**src/rtl/rcastudioii_pkg.sv**
```systemverilog
// rtl/rcastudioii_pkg.sv - shared types and constants for the RCA Studio II cartridge loader
package rcastudioii_pkg;

  typedef enum logic [2:0] {
    S_IDLE,
    S_SNIFF,
    S_REPLAY,
    S_RAW,
    S_ST2HDR,
    S_ST2DATA,
    S_FINISH
  } ld_state_t;

  // "RCA2", file byte 0 in the top byte
  localparam logic [31:0] ST2_MAGIC   = 32'h52434132;
  localparam logic [13:0] MAP_START   = 14'h0040;
  localparam logic [13:0] MAP_END     = 14'h007F;
  localparam logic [13:0] HDR_LEN     = 14'h0100;
  localparam int          MAP_ENTRIES = 64;

  function automatic logic [7:0] magic_byte(input logic [1:0] idx);
    case (idx)
      2'd0:    magic_byte = ST2_MAGIC[31:24];
      2'd1:    magic_byte = ST2_MAGIC[23:16];
      2'd2:    magic_byte = ST2_MAGIC[15:8];
      default: magic_byte = ST2_MAGIC[7:0];
    endcase
  endfunction

  // Pages that hold cartridge ROM; 08/09 are system RAM and never loadable
  function automatic logic is_cart_page(input logic [7:0] page);
    case (page)
      8'h04, 8'h05, 8'h06, 8'h07,
      8'h0A, 8'h0B, 8'h0E, 8'h0F: is_cart_page = 1'b1;
      default:                    is_cart_page = 1'b0;
    endcase
  endfunction

endpackage

```
**src/rtl/st2_page_map.sv**
```systemverilog
// rtl/st2_page_map.sv - 64-entry block-to-page map, entry = {valid, page nibble}
module st2_page_map
  import rcastudioii_pkg::*;
(
  input  logic       clk_sys,
  input  logic       clear,
  input  logic       we,
  input  logic [5:0] waddr,
  input  logic [4:0] wdata,
  input  logic [5:0] raddr,
  output logic [4:0] rdata
);

  logic [4:0] map_mem [MAP_ENTRIES];

  always_ff @(posedge clk_sys) begin
    if (clear) begin
      for (int i = 0; i < MAP_ENTRIES; i++) map_mem[i] <= '0;
    end else if (we) begin
      map_mem[waddr] <= wdata;
    end
  end

  assign rdata = map_mem[raddr];

endmodule

```
**src/rtl/st2_cart_loader.sv**
```systemverilog
// rtl/st2_cart_loader.sv - routes BIOS, raw and ST2 cartridge downloads into system dpram
module st2_cart_loader
  import rcastudioii_pkg::*;
#(
  parameter logic [11:0] CART_BASE = 12'h400,
  parameter logic [11:0] IMG_LIMIT = 12'h400
) (
  input  logic        clk_sys,
  input  logic        reset,
  input  logic        ioctl_download,
  input  logic [7:0]  ioctl_index,
  input  logic        ioctl_wr,
  input  logic [24:0] ioctl_addr,
  input  logic [7:0]  ioctl_dout,
  output logic        ioctl_wait,
  output logic [11:0] mem_addr,
  output logic [7:0]  mem_dout,
  output logic        mem_wr,
  output logic        busy,
  output logic        cart_st2,
  output logic        load_err,
  output logic        done
);

  ld_state_t   state, state_nxt;
  logic        dl_q;
  logic        rise;
  logic        strobe;
  logic [13:0] offset;
  logic [7:0]  sniff_buf [4];
  logic [2:0]  buf_cnt;
  logic [2:0]  rep_idx;
  logic [2:0]  rep_len;
  logic [11:0] base;

  logic        start;
  logic        wr_en_nxt;
  logic [11:0] wr_addr_nxt;
  logic [7:0]  wr_data_nxt;
  logic        err_set;
  logic        st2_set;
  logic        buf_we;
  logic        rep_start;
  logic [2:0]  rep_len_nxt;
  logic        rep_adv;
  logic [11:0] base_nxt;
  logic        map_we;
  logic [5:0]  blk;
  logic        blk_oob;
  logic [4:0]  map_rdata;

  assign rise       = ioctl_download & ~dl_q;
  assign strobe     = ioctl_wr & ~ioctl_wait;
  assign offset     = ioctl_addr[13:0];
  assign blk        = offset[13:8] - 6'd1;
  assign blk_oob    = (ioctl_addr[24:8] > 17'd64) || (ioctl_addr[24:8] == 17'd0);
  assign ioctl_wait = (state == S_REPLAY);
  assign busy       = (state != S_IDLE);
  assign done       = (state == S_FINISH);

  st2_page_map u_page_map (
    .clk_sys (clk_sys),
    .clear   (reset | start),
    .we      (map_we),
    .waddr   (offset[5:0]),
    .wdata   ({is_cart_page(ioctl_dout), ioctl_dout[3:0]}),
    .raddr   (blk),
    .rdata   (map_rdata)
  );

  always_ff @(posedge clk_sys) begin
    if (reset) state <= S_IDLE;
    else       state <= state_nxt;
  end

  always_comb begin
    state_nxt   = state;
    start       = 1'b0;
    wr_en_nxt   = 1'b0;
    wr_addr_nxt = mem_addr;
    wr_data_nxt = mem_dout;
    err_set     = 1'b0;
    st2_set     = 1'b0;
    buf_we      = 1'b0;
    rep_start   = 1'b0;
    rep_len_nxt = rep_len;
    rep_adv     = 1'b0;
    base_nxt    = base;
    map_we      = 1'b0;
    unique case (state)
      S_IDLE: begin
        if (rise) begin
          start = 1'b1;
          if (ioctl_index == 8'd0) begin
            state_nxt = S_RAW;
            base_nxt  = 12'h000;
          end else begin
            state_nxt = S_SNIFF;
            base_nxt  = CART_BASE;
          end
        end
      end
      S_SNIFF: begin
        if (!ioctl_download) begin
          if (buf_cnt == 3'd0) begin
            state_nxt = S_FINISH;
          end else begin
            state_nxt   = S_REPLAY;
            rep_start   = 1'b1;
            rep_len_nxt = buf_cnt;
          end
        end else if (strobe) begin
          buf_we = 1'b1;
          if (ioctl_dout != magic_byte(buf_cnt[1:0])) begin
            state_nxt   = S_REPLAY;
            rep_start   = 1'b1;
            rep_len_nxt = buf_cnt + 3'd1;
          end else if (buf_cnt == 3'd3) begin
            state_nxt = S_ST2HDR;
            st2_set   = 1'b1;
          end
        end
      end
      S_REPLAY: begin
        // Always drain through RAW so the last replay write never lands in FINISH
        wr_en_nxt   = 1'b1;
        wr_addr_nxt = base + {9'd0, rep_idx};
        wr_data_nxt = sniff_buf[rep_idx[1:0]];
        rep_adv     = 1'b1;
        if (rep_idx + 3'd1 == rep_len) state_nxt = S_RAW;
      end
      S_RAW: begin
        if (!ioctl_download) begin
          state_nxt = S_FINISH;
        end else if (strobe) begin
          if (ioctl_addr >= {13'd0, IMG_LIMIT}) begin
            err_set = 1'b1;
          end else begin
            wr_en_nxt   = 1'b1;
            wr_addr_nxt = base + ioctl_addr[11:0];
            wr_data_nxt = ioctl_dout;
          end
        end
      end
      S_ST2HDR: begin
        if (!ioctl_download) begin
          state_nxt = S_FINISH;
        end else if (strobe) begin
          map_we = (offset >= MAP_START) && (offset <= MAP_END);
          if (offset == HDR_LEN - 14'd1) state_nxt = S_ST2DATA;
        end
      end
      S_ST2DATA: begin
        if (!ioctl_download) begin
          state_nxt = S_FINISH;
        end else if (strobe) begin
          if (!blk_oob && map_rdata[4]) begin
            wr_en_nxt   = 1'b1;
            wr_addr_nxt = {map_rdata[3:0], offset[7:0]};
            wr_data_nxt = ioctl_dout;
          end else begin
            err_set = 1'b1;
          end
        end
      end
      S_FINISH: state_nxt = S_IDLE;
      default:  state_nxt = S_IDLE;
    endcase
  end

  // Reset leaves dl_q high so a download still asserted across reset is not restarted
  always_ff @(posedge clk_sys) begin
    if (reset) begin
      dl_q     <= 1'b1;
      mem_wr   <= 1'b0;
      mem_addr <= '0;
      mem_dout <= '0;
      cart_st2 <= 1'b0;
      load_err <= 1'b0;
      buf_cnt  <= '0;
      rep_idx  <= '0;
      rep_len  <= '0;
      base     <= '0;
    end else begin
      dl_q     <= ioctl_download;
      mem_wr   <= wr_en_nxt;
      mem_addr <= wr_addr_nxt;
      mem_dout <= wr_data_nxt;
      base     <= base_nxt;
      if (start) begin
        cart_st2 <= 1'b0;
        load_err <= 1'b0;
        buf_cnt  <= '0;
      end else begin
        if (st2_set) cart_st2 <= 1'b1;
        if (err_set) load_err <= 1'b1;
        if (buf_we)  buf_cnt  <= buf_cnt + 3'd1;
      end
      if (rep_start) begin
        rep_idx <= '0;
        rep_len <= rep_len_nxt;
      end else if (rep_adv) begin
        rep_idx <= rep_idx + 3'd1;
      end
    end
  end

  always_ff @(posedge clk_sys) begin
    if (buf_we) sniff_buf[buf_cnt[1:0]] <= ioctl_dout;
  end

endmodule

```
**config.mk**
```make
export PLATFORM = sky130hd
export DESIGN_NAME = st2_cart_loader
export DESIGN_NICKNAME = d
export VERILOG_FILES = /design/src/rtl/rcastudioii_pkg.sv /design/src/rtl/st2_page_map.sv /design/src/rtl/st2_cart_loader.sv
export SDC_FILE = /design/constraint.sdc
export NUM_CORES = 1
export LEC_CHECK = 0
export BUFFER_PORTS_ARGS = -buffer_cell sky130_fd_sc_hd__buf_2
export CAP_MARGIN = 20
export CELL_PAD_IN_SITES_DETAIL_PLACEMENT = 1
export CELL_PAD_IN_SITES_GLOBAL_PLACEMENT = 1
export CORE_UTILIZATION = 44
export CTS_CLUSTER_SIZE = 30
export DETAILED_ROUTE_END_ITERATION = 7
export GPL_TIMING_DRIVEN = 0
export PLACE_DENSITY_LB_ADDON = 0.25
export SKIP_CTS_REPAIR_TIMING = 1
export SYNTH_ARGS = -nofsm -noshare
export SYNTH_HDL_FRONTEND = slang
export SYNTH_SLANG_ARGS = --single-unit
```
**constraint.sdc**
```tcl
create_clock -name clk_sys -period 3.4 [get_ports clk_sys]
set_clock_uncertainty 0.05 [all_clocks]
set_input_delay 0.17 -clock clk_sys [delete_from_list [all_inputs] [get_ports clk_sys]]
set_output_delay 0.17 -clock clk_sys [all_outputs]
set_load 0.03 [all_outputs]
```
---- Word-level counts from Yosys, hierarchy flattened ----
Memories as Yosys holds them, arrays and structs flattened. A register that Yosys moved wholly into a read port is not among the register bits.
Cells that the tools add are included.
Widths: inputs -> output; s select.
cells by class
  equal/unequal tests ..................... 28
  magnitude comparators ................... 4
  bitwise gates (word level) .............. 5
  add/subtract/negate cells ............... 5
  mux-type cells .......................... 82
  reductions and logical operators ........ 20
operator list
  kind                  number
  $mux 12               6
  $mux 8                9
  $mux 3                15
  $mux 1                40
  $pmux 12 s3           1
  $ge 25x11->1 const B  1
  $pmux 8 s3            1
  $pmux 7 s3            1
  $ne 2x2->1 const B    9
  $gt 17x7->1 const B   1
  $logic_not 17->1      1
  $pmux 3 s5            1
  $eq 14x8->1 const B   1
  $ge 14x7->1 const B   1
  $le 14x7->1 const B   1
  $reduce_and 7->1      2
  $add 12x12->12        1
  $add 12x3->12         1
  $mux 11               1
  $eq 3x2->1 const B    3
  $eq 3x3->1 const B    3
  $ne 3x3->1 const B    3
  $logic_not 8->1       1
  $ne 8x8->1            1
  27 further kinds      39
word-level totals
  output and inout bits ................... 26
  memories ................................ 3
  memory bits (writable) .................. 352
  logic and storage cells ................. 158
  memory bits (read-only) ................. 16
  register bits ........................... 48
  input port bits ......................... 45
memories
  name                words  width  read ports  clocked after memory_dff  write ports  line                   RTL
  u_page_map.map_mem  64     5      1           0                         64           st2_page_map.sv:14     logic [4:0] map_mem [MAP_ENTRIES];
  sniff_buf           4      8      1           1                         1            st2_cart_loader.sv:30  logic [7:0] sniff_buf [4];
  (no name shown)     16     1      1           0                         0            rcastudioii_pkg.sv:32  case (page)

---- Depth between registers and ports, before layout ----
  depth in word-level cells ............... 13
  gate-level depth with buffers ........... 14
  depth with buffers taken out ............ 10

---- Modules after synthesis ----
From an unflattened synthesis, not the netlist that was laid out.
unflattened totals
  cell total of the unflattened synthesis .. 1396
  area, all modules ....................... 18839.3 um2
by module, submodules not included
  module           times used  cells each  seq. area each (um2)  area each (um2)
  st2_page_map     1           1058        9609.2                15309.7
  st2_cart_loader  1           338         1741.7                3529.6

---- Worst setup path before layout ----
Ideal clock, no wire load.
  kind .................................... in2reg
  from .................................... in ioctl_addr[8]
  to ...................................... reg mem_addr[8]
  buffers on the path ..................... 4
  data arrival time ....................... 3.052 ns
  path slack .............................. 0.164 ns
  stages .................................. 11
  library setup time ...................... 0.135 ns
  data required time ...................... 3.215 ns
  path through ............................ clkbuf_1 > inv_1 > ha_1 > clkbuf_1 > buf_1 > clkbuf_1 > mux4_2 > mux4_2 > mux2_2 > a21oi_1 > a221oi_2
between the ends
  cells in the longest elaborated chain, start to end .. 6
  elaborated cells between the ends (all ways) .. 19
  those cells by class .................... add/sub: 2; order compare: 2; eq/ne: 2; mux: 7; reduce/logical: 5; memory: 1
ends and longest elaborated chain
  element                                           line                                            RTL
  start, declared                                   st2_cart_loader.sv:13                           input logic [24:0] ioctl_addr,
  $sub 6x1->6, or another cell as far along         st2_cart_loader.sv:55                           assign blk = offset[13:8] - 6'd1;
  $mem_v2 64x5 or $logic_or 1x1->1 (tied branches)  n/a
  $mux 12 or $logic_not 1->1 (tied branches)        st2_cart_loader.sv:157                          if (!blk_oob && map_rdata[4]) begin
  $mux 12 or $logic_and 1x1->1 (tied branches)      st2_cart_loader.sv:156, st2_cart_loader.sv:157
  $mux 12 or $ne 2x2->1 (tied branches)             n/a
  $pmux 12 s3 or $reduce_and 7->1 (tied branches)   n/a
  end signal, assigned                              st2_cart_loader.sv:187                          mem_addr <= wr_addr_nxt;
  end, declared                                     st2_cart_loader.sv:16                           output logic [11:0] mem_addr,
Parallel ways exist; a longest one is shown, timed or not. The select of a mux whose other input is x is not followed.
A chain may end at the register's enable or synchronous reset.

==> key figures <==
Setup path
  • R2r worst-path depth: 10
  • Worst setup SP type: flop
  • CP delay by family, top: simple AND/OR/NAND/NOR gates
  • Element type at the critical path end: flop
  • Crit path cell chain: clkbuf_1 -> nand2b_1 -> nand2b_1 -> nand3_1 -> nor3_1 -> nand2b_1 -> nor2_1 -> clkbuf_2 -> nand2_1 -> nand2_1
  • Worst-path fanout max: 10
  • WP buf/inv: 2
  • Critical path's slowest cell: nor2_1
  • CP peak stage delay: 0.45 ns
  • CP dominant cell by count: nand2b_1
  • Critical path arrival: 3.51 ns
  • Critical Path RT: approximately 3.6 ns
  • Stages on worst setup path: 10
  • Crit Path Class: flop to flop

Floorplanning
  • Die extent in x: between 200 and 250 µm
  • DIE HEIGHT: about 210 µm
  • Rows: 75
  • I/O pins: 71
  • Starting Density: 44.6%
  • Core Region: about 42000 µm²
  • Die area: 43300 µm²

Detailed routing
  • Starting DRT DRC Count: roughly 1300
  • Post-route DRC: 0
  • Post-DRT Antenna Nets: 0
  • Drt wl/cell: 29.1 µm
  • Drt via density: around 6.2
  • Initial DRT Pass Iterations: 5
  • Vias: between 10000 and 15000
  • Detailed Route WL: around 61000 µm

Placed design
  • # port buffers: 65
  • Total placed cells including tap cells: around 2000
  • Placed Area: 19700 µm²
  • Routability cong.: between 0.9 and 1
  • Pre-CTS WS: -1.74 ns
  • Dpl hpwl: 43600 µm

Timing
  • Final period util: ~98%
  • Final Hold Vio Count: 0
  • Min cycle time layout: 3.33 ns
  • Worst slew pin tran: between 1 and 1.5 ns
  • Rel. slew slack: 31.2%
  • Min setup slack post-route: roughly 0.065 ns
  • RSZ-0062 raised after global routing: true
  • Final slew viol count: 0
  • Final setup viols: 0
  • Fmax: roughly 0.3 GHz

Layout
  • Cell area after layout: 21300 µm²
  • Final core occ: between 50% and 60%
  • Syn-to-layout area delta: 14.1%
  • Non-Filler Instances: around 2100
  • # fillers: about 4300
  • Net count, final: approximately 1600
  • Most frequent cells in the layout: 352 x edfxtp_1, 259 x and3_1, 167 x nand2_1, 114 x clkbuf_1, 93 x nor2_1
  • Commonest non-fill, non-tap cell in the layout: edfxtp_1
  • Layout cell share with drive strength beyond 1: 18.8%

Clock tree
  • Clk buf depth: 3
  • CTS Root Cell: clkbuf_16
  • Clock sinks: slightly below 400
  • Worst-Skew Late Latency: roughly 0.57 ns
  • Total CTS buffers: 43
  • Clock slew at reported path FFs: ~0.06 ns
  • H-tree levels: 2
  • CTS tree: built

Yosys
  • Syn Area/Cell: 13.3 µm²
  • Yosys warning total: 0
  • Most common flop cell mapped by yosys: edfxtp_1
  • Mapped cell area: between 15000 and 20000 µm²
  • Post-synth ARST share: 0%
  • Sequential element share of the synthesized area: ~61%
  • Distinct cells, synth: 65
  • Seq cells post-synth: 391
  • Number of synthesized flops with an enable pin: about 350
  • Synthesized instance count: 1406
  • Syn_nets: 1461

Power
  • Pwr Total: around 12 mW
  • Pleak: 8.45 nW
  • Power per cell area: 577 nW/µm²
  • Maximum vdd drop: roughly 0.31 mV

Global routing
  • Pin count of the biggest net entering global routing: 14
  • Total grt overflow: 0
  • Global-route wire length before repair: 89200 µm
  • Vias in the first global route: between 10000 and 15000
  • Total track usage: between 20% and 30%
  • Initial antenna violation count: 1

Job
  • Total of max-cap violations: 0

Min path
  • Hold depth: 4
  • Min-delay worst type: primary input to flop

Outcome
  • Status: finished, final reports clean
-- through the flow --
stage                     TNS (ns)  hold WS [ns]
after detailed placement    -47.24         0.407
after global routing         -7.46        0.0334
after floorplan                  0         0.219
after CTS                    -7.62        -0.179
after global placement      -46.31         0.405
final                            0        0.0329
-- kinds of logic (layout without fill, tap and decap cells) --
group	Yosys count	after routing	synth area share (%)
buffers and inverters	159	320	3.52
XOR/XNOR	19	19	0.990
AO/OA/AOI/OAI	74	74	3.22
multiplexers	126	126	13.4
other	0	1	0
AND/OR/NAND/NOR	627	627	17.5
flip-flops	391	391	60.7
adder cells (fa/ha/maj)	10	10	0.669
-- registers in the layout, indices dropped and copies added, names as in the netlist, named ones only --
signal	flops
base	1
buf_cnt	3
cart_st2	1
dl_q	1
load_err	1
mem_addr	12
mem_dout	8
mem_wr	1
rep_idx	3
rep_len	3
sniff_buf	32
state	3
u_page_map.map_mem	320
-- cell type report --
class / count / area [µm²] / area share (%)
diodes: 1 / 2.50 / 0.0117
plain buffers: 148 / 642 / 3.01
clock buffers: 48 / 1090 / 5.13
clock inverters: 29 / 260 / 1.22
inverters: 10 / 37.5 / 0.176
multi-input cells: 856 / 6750 / 31.6
flip-flops and latches: 391 / 11400 / 53.2
well taps: 539 / 674 / 3.16
repair buffers: 85 / 539 / 2.53
-- report_power, final --
group          leakage [nW]  total (mW)  switching [mW]  internal [mW]
combinational          3.83        1.91            1.26          0.654
sequential             3.95        5.74           0.121           5.62
clock                 0.667        4.67            1.98           2.69
total                  8.45        12.3            3.36           8.97
-- routing by layer --
| layer | global-route usage (%) | vias to the layer above | wire [µm] |
|---|---|---|---|
| li1 | - | 5570 | - |
| met5 | 0 | - | 12 |
| met4 | 8.30 | 2 | 1760 |
| met1 | 39.1 | 6823 | 25200 |
| met3 | 5.52 | 101 | 5040 |
| met2 | 46.6 | 549 | 29400 |
-- synth_stat cells, types with 4 or more instances --
master    number  area share (%)
a211oi_1       4            0.16
a211oi_2      11            0.74
a21oi_1       12            0.32
a31oi_1        6            0.20
and2_1         8            0.27
and3_1       259             8.7
buf_1          5            0.10
buf_2         12            0.32
clkbuf_1     127             2.5
dfxtp_1       39             4.2
edfxtp_1     352              57
ha_1          10            0.67
inv_1         10            0.20
mux2_2         7            0.42
mux2i_1       22             1.2
mux4_1         5            0.70
mux4_2        92              11
nand2_1      169             3.4
nand2b_1       9            0.30
nand3_1        7            0.19
nand3b_1       8            0.32
nand4b_1       8            0.37
nor2_1        97             1.9
nor2b_1        4            0.13
nor3_1        29            0.78
nor3b_1        7            0.28
nor4_1         7            0.23
o21ai_0       13            0.35
o22ai_1        4            0.13
xnor2_1       12            0.56
xor2_1         6            0.28
-- tightest hold or removal path, stage by stage --
cell      delay (ns)
buf_2           0.18
nor2_1          0.08
o211ai_1        0.09
o22ai_1         0.07
-- final timing paths --
check                                            endpoint         from  slack, ns
worst max-delay path            u_page_map.map_mem[23][0]     state[1]       0.07
worst min register to register                mem_addr[5]  mem_addr[5]       0.46
worst min-delay path                             state[1]        reset       0.03
worst max register to register  u_page_map.map_mem[23][0]     state[1]       0.07
(Power assumes the default switching activity.)
